==> src/rtl/mem_port_arbiter.sv <==
// mem_port_arbiter: round-robin sharing of one synchronous RAM between the cpu fetch and data ports.
// Per-port grant counters are built only when ARB_PERF_CNT_EN is defined.
module mem_port_arbiter #(
  parameter int ADDR_W  = 32,
  parameter int DATA_W  = 32,
  parameter int MEM_LAT = 1
) (
  input  logic              clk,
  input  logic              reset,
  input  logic              iReq,
  input  logic [ADDR_W-1:0] iAddr,
  output logic              iGnt,
  output logic              iValid,
  output logic [DATA_W-1:0] iData,
  input  logic              dReq,
  input  logic              dWe,
  input  logic [ADDR_W-1:0] dAddr,
  input  logic [DATA_W-1:0] dWriteData,
  output logic              dGnt,
  output logic              dValid,
  output logic [DATA_W-1:0] dReadData,
  output logic              memEn,
  output logic              memWe,
  output logic [ADDR_W-1:0] memAddr,
  output logic [DATA_W-1:0] memWriteData,
  input  logic [DATA_W-1:0] memReadData,
  output logic              cpuStall,
  output logic [31:0]       iGntCount,
  output logic [31:0]       dGntCount
);

  if (MEM_LAT < 1 || MEM_LAT > 4) begin : gLatCheck
    $error("mem_port_arbiter: MEM_LAT must be in 1..4");
  end

  typedef enum logic [1:0] {
    IDLE  = 2'd0,
    ISSUE = 2'd1,
    WAIT  = 2'd2,
    RESP  = 2'd3
  } state_t;

  localparam logic [1:0] WAIT_INIT = 2'(MEM_LAT - 1);

  state_t     state, nextState;
  logic [1:0] waitCnt, nextWaitCnt;
  logic       ownerData, nextOwnerData;
  logic       lastGntData;
  logic       issueNext, issueStore, respNext, captureRead;

  // Next-state, round-robin arbitration and read-wait countdown.
  always_comb begin
    nextState     = state;
    nextWaitCnt   = waitCnt;
    nextOwnerData = ownerData;
    case (state)
      IDLE: begin
        if (iReq || dReq) begin
          nextState     = ISSUE;
          nextOwnerData = dReq && (!iReq || !lastGntData);
        end else begin
          nextState = IDLE;
        end
      end
      ISSUE: begin
        // memWe is high during ISSUE exactly when the access is a store
        if (memWe) begin
          nextState = RESP;
        end else begin
          nextState   = WAIT;
          nextWaitCnt = WAIT_INIT;
        end
      end
      WAIT: begin
        if (waitCnt == 2'd0) begin
          nextState = RESP;
        end else begin
          nextWaitCnt = waitCnt - 2'd1;
        end
      end
      RESP:    nextState = IDLE;
      default: nextState = IDLE;
    endcase
  end

  assign issueNext   = (nextState == ISSUE);
  assign issueStore  = issueNext && nextOwnerData && dWe;
  assign respNext    = (nextState == RESP);
  assign captureRead = (state == WAIT) && respNext;
  assign cpuStall    = (iReq || dReq || (state != IDLE)) && (state != RESP);

  // State, current owner and last-granted history.
  always_ff @(posedge clk or posedge reset) begin
    if (reset) begin
      state       <= IDLE;
      waitCnt     <= 2'd0;
      ownerData   <= 1'b0;
      lastGntData <= 1'b1;
    end else begin
      state     <= nextState;
      waitCnt   <= nextWaitCnt;
      ownerData <= nextOwnerData;
      if (state == ISSUE) begin
        lastGntData <= ownerData;
      end
    end
  end

  // Port and memory strobes registered from the next state so they line up with it.
  always_ff @(posedge clk or posedge reset) begin
    if (reset) begin
      iGnt         <= 1'b0;
      dGnt         <= 1'b0;
      iValid       <= 1'b0;
      dValid       <= 1'b0;
      memEn        <= 1'b0;
      memWe        <= 1'b0;
      memAddr      <= {ADDR_W{1'b0}};
      memWriteData <= {DATA_W{1'b0}};
      iData        <= {DATA_W{1'b0}};
      dReadData    <= {DATA_W{1'b0}};
    end else begin
      iGnt         <= issueNext && !nextOwnerData;
      dGnt         <= issueNext && nextOwnerData;
      iValid       <= respNext && !nextOwnerData;
      dValid       <= respNext && nextOwnerData;
      memEn        <= issueNext;
      memWe        <= issueStore;
      memAddr      <= issueNext ? (nextOwnerData ? dAddr : iAddr) : {ADDR_W{1'b0}};
      memWriteData <= issueStore ? dWriteData : {DATA_W{1'b0}};
      if (captureRead && !ownerData) begin
        iData <= memReadData;
      end
      if (captureRead && ownerData) begin
        dReadData <= memReadData;
      end
    end
  end

`ifdef ARB_PERF_CNT_EN
  logic [31:0] iGntCountR, dGntCountR;

  // Free-running grant counters, wrapping at 2^32.
  always_ff @(posedge clk or posedge reset) begin
    if (reset) begin
      iGntCountR <= 32'd0;
      dGntCountR <= 32'd0;
    end else begin
      if (iGnt) begin
        iGntCountR <= iGntCountR + 32'd1;
      end
      if (dGnt) begin
        dGntCountR <= dGntCountR + 32'd1;
      end
    end
  end

  assign iGntCount = iGntCountR;
  assign dGntCount = dGntCountR;
`else
  assign iGntCount = 32'd0;
  assign dGntCount = 32'd0;
`endif

endmodule

==> config.mk <==
export PLATFORM = sky130hd
export DESIGN_NAME = mem_port_arbiter
export DESIGN_NICKNAME = d
export VERILOG_FILES = /design/src/rtl/mem_port_arbiter.sv
export SDC_FILE = /design/constraint.sdc
export NUM_CORES = 1
export LEC_CHECK = 0
export ABC_AREA = 1
export BUFFER_PORTS_ARGS = -buffer_cell sky130_fd_sc_hd__buf_2
export CAP_MARGIN = 20
export CORE_AREA = 2 2 128 130
export CTS_CLUSTER_DIAMETER = 100
export DETAILED_ROUTE_END_ITERATION = 8
export DIE_AREA = 0 0 130 132
export GPL_TIMING_DRIVEN = 0
export PLACE_DENSITY = 0.82
export SLEW_MARGIN = 30
export SYNTH_ARGS = -nofsm -noshare
export SYNTH_HDL_FRONTEND = slang
export SYNTH_SLANG_ARGS = --single-unit
==> constraint.sdc <==
create_clock -name clk -period 6.3 [get_ports clk]
set_input_delay 1.575 -clock clk [delete_from_list [all_inputs] [get_ports clk]]
set_output_delay 1.575 -clock clk [all_outputs]
set_load 0.05 [all_outputs]
=== Yosys cells after proc, flatten, opt, wreduce, memory -nomap -nowiden ===
Cells that the tools add are included.

* Add/sub/neg operators: 1
* Equality and inequality tests: 8
* Muxes and demuxes: 12
* Reduce and logical (&&, ||, !) cells: 22

{| class="wikitable"
|+ Operators with widths
! cell !! count
|-
| $mux 32 || 3
|-
| $logic_and 1x1->1 || 10
|-
| $pmux 2 s4 || 1
|-
| $eq 2x2->1 const B || 3
|-
| $mux 2 || 3
|-
| $ne 2x2->1 const B || 3
|-
| $eq 2x1->1 const B || 2
|-
| $logic_not 1->1 || 4
|-
| $logic_not 2->1 || 2
|-
| $mux 1 || 4
|-
| $pmux 2 s2 || 1
|-
| $reduce_bool 2->1 || 2
|-
| $logic_or 1x1->1 || 3
|-
| $reduce_and 3->1 || 1
|-
| $sub 2x1->2 const B || 1
|}

* Register bits after elaboration: 140
* Output and inout port bits: 199

=== Depth between registers and ports, before layout ===
Gate-level depths: netlist (run 1).

* Depth in word-level cells: 8
* Mapped depth: 10
* Mapped depth without buffers: 9

=== Worst setup path before layout (run 1) ===
OpenSTA, ideal clock, no wires.

* Kind: input-to-output
* Start: input dReq
* End: output cpuStall
* Data arrival time: 2373 ps
* Path slack: 2352 ps
* Stages on the path: 2
* Path buffers: 0
* Cells stage by stage: nor2_1 -> a21oi_1

* Longest elaborated chain between the ends: 3

{| class="wikitable"
|+ Ends and longest elaborated chain
! element !! RTL line !! text
|-
| start, declared || 15 || <nowiki>input logic dReq,</nowiki>
|-
| $logic_or 1x1->1 (2 in a row) || 90 || <nowiki>assign cpuStall = (iReq || dReq || (state != IDLE)) && (state != RESP);</nowiki>
|-
| $logic_and 1x1->1 || 90 ||
|-
| end, declared || 27 || <nowiki>output logic cpuStall,</nowiki>
|}

No other way between the ends.

=== Worst setup path in the final report (run 1) ===
Same ends and word-level chain as after synthesis.

==> metrics.cfg, run 1 <==
[place]
io_buffers = 267
gp_congestion = 0.8747
hpwl_um = 14210
place_ws_ns = 2.601

[status]
outcome = complete, no violations

[synthesis]
syn_inst = 704
ys_types = 24
synth_simple_gate_area_share_pct = 18.56
ys_seq_elements = 140
syn_area_per_cell_um2 = 9.057
synth-compound-area-share_pct = 8.242
synth.top_cell.area_share_pct = 54.55
yosysTopAreaCell = dfrtp_1
synthTopCellsByArea = dfrtp_1 55%, nand2_1 9.9%, buf_4 7.5%, o21bai_1 7.5%, inv_1 6.3%
yosys_warnings = 0
seq_area_frac_synth_pct = 54.96
synth_xor_area_share_pct = 0
synth_top_family_by_area = simple AND/OR/NAND/NOR gates
synth_mux_area_share_pct = 0
syn-cell-area_um2 = 6376
synth_fa_ha_area_share_pct = 1.177

[detailed_routing]
wire_per_inst_um = 14.08
totalWireLength_um = 18080
routed-via-count = 5508
viasPerCell = 4.290
drt_iter0_markers = 254
firstDrtPassIters = 5
drcViolationCount = 0
ant_nets = 0

[timing]
hold_ws_ns = 0.4885
clock_skew_ns = 0.007792
fmax_mhz = 269.5
worstMarginPinSlew_ns = 0.5450
rsz0062_at_grt = false
finalCriticalPeriod_ns = 3.711
timing.final.crit_share_pct = 58.90
drv_slew = 0
max-slew-margin-rel_pct = 63.67
final.setup.worst_slack_ns = 2.589
finalHoldViolCount = 0
setup_viol = 0

[clock_tree]
cts_hold_buf = 0
clkTransAtPathRegs_ns = 0.06
cts_root_buf = clkbuf_16
clock_latency_ns = 0.43
cts_tree = built
cts_buffer_depth = 2
cts_setup_buffers = 0
clock_sinks = 140
cts_buffers = 17
post_cts_resized = 0
h-tree-depth = 4

[power_and_ir_drop]
p_leak_nw = 5.357
powerDensity_nw_per_um2 = 567.7
vdd_ir_drop_max_v = 0.0002233

[setup_path]
end_kind = output pin
worstSetupStartpointType = input port
worstPathRequired_ns = 4.72
path_class = input port to output pin
crit_path_max_fanout = 3
crit_arrival_ns = 2.14

[cells_and_area]
drive_above_1_share_pct = 37.49
utilization_pct = 56.42
area_delta_synth_final_pct = 39.03
layout_common_cells = 287 x buf_2, 168 x nand2_1, 139 x dfrtp_1, 106 x inv_1, 66 x nand3_1
finalNetCount = 1193
mostFrequentLayoutCell = buf_2

[global_route]
track_usage_pct = 21.21
grt_start_max_net_pins = 89
grt_pass1_wl_um = 27720
grt_pass1_vias = 5333
grt-ovfl-total = 0
grt_antenna_before_repair = 0

[job]
cap_violations = 0

[worst_hold_path]
hp-class = flip-flop to flip-flop

[floorplanning]
core_region_area_um2 = 15710
dieArea_um2 = 17160
rows = 46
io_pins = 332
dieHeight_um = 132
initial_utilization_pct = 40.58
die_w_um = 130

-- cell type report --
| type | instances | area (um^2) |
|---|---|---|
| fillers | 1405 | 6848 |
| flip-flops and latches | 140 | 3505 |
| multi-input cells | 421 | 2024 |
| repair buffers | 268 | 1364 |
| plain buffers | 99 | 681.9 |
| clock buffers | 18 | 439.2 |
| inverters | 107 | 409.1 |
| well taps | 216 | 270.3 |
| clock inverters | 14 | 168.9 |
| diodes | 1 | 2.502 |
-- per-stage QoR --
step | setup TNS (ns) | instances | total power [W] | cell area [um^2]
after floorplan | 0 | 767 | 0.003361 | 6613
after global placement | -88.75 | 1250 | 0.003979 | 8219
after detailed placement | 0 | 1251 | 0.004030 | 8254
after CTS | 0 | 1283 | 0.005072 | 8862
after global routing | 0 | 1283 | 0.005320 | 8862
final | 0 | 1284 | 0.005033 | 8865
-- logic make-up (layout without fill, tap and decap cells) --
family	Yosys count	in the layout
fa+ha+maj	6	6
simple gates	279	279
flops	140	140
compound gates	72	72
other cells	1	65
buf+inv	206	506
-- flip-flops by register name, indices dropped and copies added (netlist names), 2 cells and up --
name,count
waitCnt,2
iData,32
state,2
dReadData,32
memWriteData,32
memAddr,32
-- path summary, 6_finish.rpt --
path	from	to	slack, ns	cells past startpoint
max reg2reg	state[0]	dReadData[10]	4.13	8
min	lastGntData	lastGntData	0.49	2
max in group asynchronous	reset	lastGntData	4.33	3
min reg2reg	lastGntData	lastGntData	0.49	2
min in group asynchronous	reset	memWriteData[5]	1.16	2
max	dReq	cpuStall	2.59	4
-- critical path, cell delays in order --
cell     delay, ns
buf_2         0.11
nor2_1        0.15
a21oi_1       0.08
buf_2         0.21
-- Yosys cell counts, drive strengths merged --
master	n
inv	107
nand2	170
a21oi	3
nand4	1
o21ai	4
o211a	1
clkbuf	5
buf	94
nand3b	1
nor2	40
o21bai	64
dfstp	1
nand3	67
conb	1
ha	6
dfrtp	139
-- power by group --
| part | internal (W) | total (W) | leakage, nW | switching (W) |
|---|---|---|---|---|
| sequential | 0.00122 | 0.00136 | 1.79 | 0.000141 |
| clock | 0.000633 | 0.00103 | 0.296 | 0.000396 |
| combinational | 0.000642 | 0.00264 | 3.27 | 0.00200 |
| total | 0.00249 | 0.00503 | 5.36 | 0.00254 |
-- routing by layer --
layer | up-vias | wire length [um] | part of all wire [%] | track usage, %
li1 | 2711 | - | - | -
met5 | - | 0 | 0 | 0
met3 | 36 | 1552 | 8.6 | 6.331
met2 | 261 | 9380 | 52 | 37.73
met1 | 2500 | 6572 | 36 | 23.13
met4 | 0 | 576 | 3.2 | 9.140
Power figures use the tool's default switching activity.
==> run 2, diff against run 1 <==
- clock period: 6.3 -> 3.6 ns (I/O delays scaled with it)
==> run 2 against run 1 <==
Compared with the run above: largest cell class unchanged; sequential power rose by 75%; wire length rose by 1.5%; sequential cell count did not move; clock power rose by 79%; largest power group unchanged; final area rose by 0.89%.
==> metrics.cfg, run 2 (synthesis results as in run 1) <==
[global_route]
grt_pass1_vias = 5429  ; +1.8%
grt_start_max_net_pins = 32  ; -64%
grt_pass1_wl_um = 28410  ; +2.5%
grt-ovfl-total = 0  ; unchanged
grt_antenna_before_repair = 1  ; +1
track_usage_pct = 21.71  ; +0.49 points

[clock_tree]
cts_tree = built
cts_setup_buffers = 0  ; unchanged
h-tree-depth = 4  ; unchanged
cts_buffers = 17  ; unchanged
cts_root_buf = clkbuf_16
clock_latency_ns = 0.42  ; about the same
clock_sinks = 140  ; unchanged
clkTransAtPathRegs_ns = 0.06  ; about the same
cts_hold_buf = 0  ; unchanged
cts_buffer_depth = 2  ; unchanged
post_cts_resized = 0  ; unchanged

[timing]
fmax_mhz = 399.5
max-slew-margin-rel_pct = 66.60  ; +2.9 points
clock_skew_ns = 0.008710  ; +0.0009175 ns
worstMarginPinSlew_ns = 0.5010  ; -0.04407 ns
drv_slew = 0  ; unchanged
timing.final.crit_share_pct = 69.52
tns_ns = 0  ; unchanged
finalCriticalPeriod_ns = 2.503
finalHoldViolCount = 0  ; unchanged
final.setup.worst_slack_ns = 1.097  ; -1.492 ns
rsz0062_at_grt = false
setup_viol = 0  ; unchanged

[place]
place_ws_ns = 1.189  ; -1.412 ns
gp_congestion = 0.8265  ; -5.5%
hpwl_um = 14490  ; +1.9%
io_buffers = 267  ; unchanged

[cells_and_area]
drive_above_1_share_pct = 37.44  ; -0.047 points
area_delta_synth_final_pct = 40.27
ff_latch_area_um2 = 3505  ; unchanged
layout_common_cells = 287 x buf_2, 168 x nand2_1, 139 x dfrtp_1, 106 x inv_1, 66 x nand3_1
multi_input_area_um2 = 2024  ; unchanged
finalNetCount = 1197  ; +0.34%
mostFrequentLayoutCell = buf_2
fillers = 1414  ; +0.64%

[setup_path]
cp_cell_sequence = inv_1, ha_1, a21oi_1, buf_2
worstSetupStartpointType = flip-flop
worstPathRequired_ns = 2.70  ; -2.02 ns
slowest_stage = dfrtp_1
path_class = flip-flop to output pin
crit_arrival_ns = 1.60  ; -0.54 ns
end_kind = output pin
max_stage_delay_ns = 0.41  ; +0.20 ns
crit_path_max_fanout = 4  ; +1

[power_and_ir_drop]
powerDensity_nw_per_um2 = 991.7  ; +75%
p_leak_nw = 5.386  ; +0.54%
vdd_ir_drop_max_v = 0.0004553  ; +100%

[detailed_routing]
viasPerCell = 4.312  ; +0.52%
totalWireLength_um = 18360  ; +1.5%
routed-via-count = 5554  ; +0.84%
wire_per_inst_um = 14.25  ; +1.2%
ant_nets = 0  ; unchanged
drt_iter0_markers = 259  ; +2.0%
firstDrtPassIters = 4  ; -1
drcViolationCount = 0  ; unchanged

[floorplanning]
dieHeight_um = 132  ; unchanged
initial_utilization_pct = 40.58  ; unchanged
core_region_area_um2 = 15710  ; unchanged
rows = 46  ; unchanged
dieArea_um2 = 17160  ; unchanged
io_pins = 332  ; unchanged
die_w_um = 130  ; unchanged

[status]
outcome = complete, no violations

[worst_hold_path]
hp-class = input port to async pin

[job]
cap_violations = 0  ; unchanged

## run 2: critical path: cells and delay by family (launching register included)
family / cells / cell delay, ns
flops: 1 / 0.41
buf+inv: 2 / 0.39
fa+ha+maj: 1 / 0.23
compound gates: 1 / 0.16
## run 2: final timing paths
path,to,slack [ns],cells after the start,startpoint
hold / removal,memWriteData[5],0.44,2,reset
setup / recovery,cpuStall,1.10,4,state[0]
max in group asynchronous,iData[1],2.52,4,reset
hold reg to reg,lastGntData,0.50,2,lastGntData
setup reg to reg,dReadData[11],1.40,8,state[0]
min in group clk,lastGntData,0.50,2,lastGntData
## run 2: metal layers
layer | vias up | part of all wire, % | global-route usage [%]
met5 | - | 0 | 0
met4 | 0 | 3.6 | 10.10
met3 | 42 | 8.0 | 6.128
met2 | 265 | 51 | 38.10
met1 | 2519 | 37 | 24.03
li1 | 2728 | - | -
## run 2: layout make-up
cell class | instances | share of cell area, %
clock buffers | 21 | 5.036
inverters | 107 | 4.533
clock inverters | 11 | 1.875
repair buffers | 272 | 16.06
diodes | 1 | 0.02798
multi-input cells | 421 | 22.64
flip-flops and latches | 140 | 39.19
well taps | 216 | 3.022
plain buffers | 99 | 7.625
## run 2: report_power, final
group          switching, W  leakage, nW  internal [W]
Combinational       0.00352         3.30       0.00113
Sequential         0.000245         1.79       0.00213
Clock              0.000662        0.297       0.00118
Total               0.00443         5.39       0.00444
## run 2: per-stage QoR
| stage | utilization, % | cells | total power [W] | hold WS, ns | instance area [um^2] |
|---|---|---|---|---|---|
| 6_report | 56.92 | 1288 | 0.008869 | 0.4360 | 8944 |
| 2_1_floorplan | - | 767 | 0.005882 | 0.4671 | 6616 |
| 3_5_place_dp | 52.97 | 1255 | 0.007072 | 0.4950 | 8323 |
| 4_1_cts | 56.90 | 1287 | 0.008943 | 0.4200 | 8941 |
| 3_3_place_gp | 52.33 | 1250 | 0.006973 | 0.4730 | 8223 |
| 5_1_grt | 56.92 | 1288 | 0.009390 | 0.4321 | 8944 |
==> run 3, diff against run 2 <==
- ABC_AREA: 1 -> 0
- CORE_AREA: 2 2 128 130 -> 2 2 127 129
- DIE_AREA: 0 0 130 132 -> 0 0 129 131
- PLACE_DENSITY: 0.82 -> 0.81
- clock period: 3.6 -> 2.15 ns (I/O delays scaled with it)
==> run 3 against run 2 <==
Compared with the run above: critical path depth unchanged; sequential cell count unchanged; hold slack worse by 0.35 ns; synthesized cell count down 35%; via count down 22%; first-iteration DRC count down 54%; worst setup slack worse by 1.0 ns; register-to-register slack worse by 1.3 ns; sequential share of layout area up 2.1 points; global-route usage down 4.5 points; cell count down 19%; critical endpoint unchanged; largest cell class unchanged.
==> metrics.cfg, run 3 <==
[cells_and_area]
finalNetCount = 957  ; -20%
antennaDiodeCount = 0  ; -1
drive_above_1_share_pct = 49.82  ; +12 points
area_delta_synth_final_pct = 47.29
ff_latch_area_um2 = 3505  ; unchanged
layout_common_cells = 267 x buf_2, 139 x dfrtp_1, 75 x buf_4, 70 x nand2_1, 64 x conb_1
fillers = 1344  ; -5.0%
stdcell_count = 1047  ; -19%
multi_input_area_um2 = 1906  ; -5.9%
mostFrequentLayoutCell = buf_2

[power_and_ir_drop]
p_leak_nw = 4.710  ; -13%
combinationalPowerShare_pct = 52.3  ; -0.2 points
intPower_w = 0.007700  ; +73%
vdd_ir_drop_max_v = 0.0007598  ; +67%
switching_share_pct = 49.18  ; -0.77 points
powerDensity_nw_per_um2 = 1787  ; +80%
seqPwrFrac_pct = 27.3  ; +0.5 points
p_clk_share_pct = 20.4  ; -0.3 points
power.switching_w = 0.007450  ; +68%

[setup_path]
crit_arrival_ns = 1.54  ; -0.06 ns
worstSetupStartpointType = flip-flop
crit_path_max_fanout = 4  ; unchanged
path_class = flip-flop to output pin
reg2reg_from = state[0]
end_kind = output pin
worstPathRequired_ns = 1.61  ; -1.09 ns
crit_start = state[0]

[clock_tree]
clock_latency_ns = 0.41  ; about the same
h-tree-depth = 4  ; unchanged
clock_sinks = 140  ; unchanged
cts_tree = built
clkTransAtPathRegs_ns = 0.06  ; about the same
cts_buffer_depth = 2  ; unchanged
cts_root_buf = clkbuf_16
cts_hold_buf = 0  ; unchanged
cts_buffers = 17  ; unchanged

[synthesis]
syn_inst = 458  ; -35%
syn_area_per_cell_um2 = 12.57  ; +39%
synth_edf_count = 0  ; unchanged
syn-cell-area_um2 = 5757  ; -9.7%
yosysMostFrequentCell = dfrtp_1
yosysTopAreaCell = dfrtp_1
ys_types = 27  ; +13%
seq_area_frac_synth_pct = 60.88  ; +5.9 points
synth.top_cell.area_share_pct = 60.42  ; +5.9 points
ys_seq_elements = 140  ; unchanged
ys_async_sr_fraction_pct = 100.0  ; unchanged
yosys_warnings = 0  ; unchanged
ys.flop_type = dfrtp_1
synthTopCellsByArea = dfrtp_1 60%, mux2_1 11%, buf_4 8.7%, nand2_1 4.6%, and2_1 3.5%
synth_commonest_cells = 139 x dfrtp_1, 70 x nand2_1, 67 x buf_4

[floorplanning]
io_pins = 332  ; unchanged
rows = 46  ; unchanged
initial_utilization_pct = 36.91  ; -3.7 points
die_w_um = 129  ; -0.77%
dieArea_um2 = 16900  ; -1.5%
core_region_area_um2 = 15600  ; -0.73%
dieHeight_um = 131  ; -0.76%

[timing]
fmax_mhz = 482.2
tns_ns = 0  ; unchanged
finalCriticalPeriod_ns = 2.074
drv_slew = 0  ; unchanged
setup_viol = 0  ; unchanged
finalHoldViolCount = 0  ; unchanged
timing.final.crit_share_pct = 96.45
clock_skew_ns = 0.007533  ; -0.001177 ns

[global_route]
grt_start_max_net_pins = 33  ; +3.1%
grt_pass1_vias = 4299  ; -21%
grt_pass1_wl_um = 21690  ; -24%
track_usage_pct = 17.20  ; -4.5 points
grt-ovfl-total = 0  ; unchanged
grt_antenna_before_repair = 1  ; unchanged

[place]
io_buffers = 267  ; unchanged
dp.cells = 1009  ; -20%
hpwl_um = 12120  ; -16%
gp_congestion = 0.7982  ; -3.4%

[detailed_routing]
ant_nets = 0  ; unchanged
firstDrtPassIters = 4  ; unchanged
drt_iter0_markers = 119  ; -54%
viasPerCell = 4.160  ; -3.5%
routed-via-count = 4355  ; -22%
wire_per_inst_um = 14.42  ; +1.2%
totalWireLength_um = 15100  ; -18%
drcViolationCount = 0  ; unchanged

[worst_hold_path]
hp-class = input port to async pin

[job]
cap_violations = 0  ; unchanged

[status]
outcome = complete, no violations

## run 3: cell types whose count changed in the layout (fill, tap and decap cells not counted), sizes merged, moves of 14 or more
cell    previous run  this run
nand2            170        70
inv              106         8
nand3             67         0
mux2               0        65
o21bai            64         0
nor2              40         5
a21oi              3        35
and2               0        32
buf              366       352
## run 3: repair_timing
| action | 4_1_cts | 5_1_grt |
|---|---|---|
| endpoints found under the setup margin | 92 | 110 |
| buffers inserted | 1 | 5 |
| resized for setup | 6 | 21 |
| pin swaps | 1 | 2 |
## run 3: per-stage QoR
step	worst slack, ns	power [W]	instance area, um^2	hold slack (ns)	util [%]
CTS	-0.02452	0.01514	8394	0.07541	53.82
global route	-0.01037	0.01587	8479	0.09212	54.36
global placement	-0.9454	0.01174	7604	0.4623	48.75
detailed placement	-0.1049	0.01191	7719	0.4691	49.49
finish	0.07634	0.01515	8479	0.08804	54.36
floorplan	-0.1358	0.009965	5997	0.4956	-
## run 3: worst paths after layout
kind / end / slack (ns) / depth (start not counted)
worst min-delay path: memWriteData[9] / 0.09 / 2
max in group asynchronous: iData[6] / 1.39 / 4
worst min register to register: dReadData[11] / 0.48 / 1
worst max register to register: dReadData[4] / 0.09 / 8
worst max-delay path: cpuStall / 0.08 / 4
min in group clk: memWriteData[3] / 0.33 / 2
## run 3: final cells by class
type                            count  share of cell area [%]
Clock buffer                       18                   5.179
Multi-Input combinational cell    290                   22.47
Sequential cell                   140                   41.33
Tap cell                          216                   3.187
Inverter                            7                  0.3541
Buffer                             84                   7.393
Timing Repair Buffer              278                   17.83
Clock inverter                     14                   2.258
## run 3: cells by family after synthesis
kind of cell,Yosys count,synth area share (%)
AOI/OAI and AO/OA,42,4.173
adders and majority gates,6,1.304
buffers and inverters,91,10.80
DFF,140,60.88
muxes,65,13.37
other,1,0.06514
and+or+nand+nor,113,9.411
## run 3: worst max-delay path, stage by stage, from the launching register on
cell     delay (ns)
dfrtp_1        0.41
inv_2          0.09
ha_1           0.26
a21oi_1        0.14
buf_4          0.22
## run 3: power groups by stage
stage	registers (W)	clock network [W]	logic, W
after floorplan	0.00781	0	0.00215
after global placement	0.00412	0	0.00763
after detailed placement	0.00418	0	0.00773
after CTS	0.00414	0.00317	0.00783
after global routing	0.00425	0.00328	0.00835
final	0.00414	0.00309	0.00792
## run 3: metal layers
layer  part of all wire [%]  vias to the layer above  track usage (%)
li1                       -                     2087                -
met2                     53                      221            31.81
met1                     35                     2016            16.93
met5                   0.15                        -                0
met4                    2.3                        4            7.481
met3                    9.8                       27            7.085
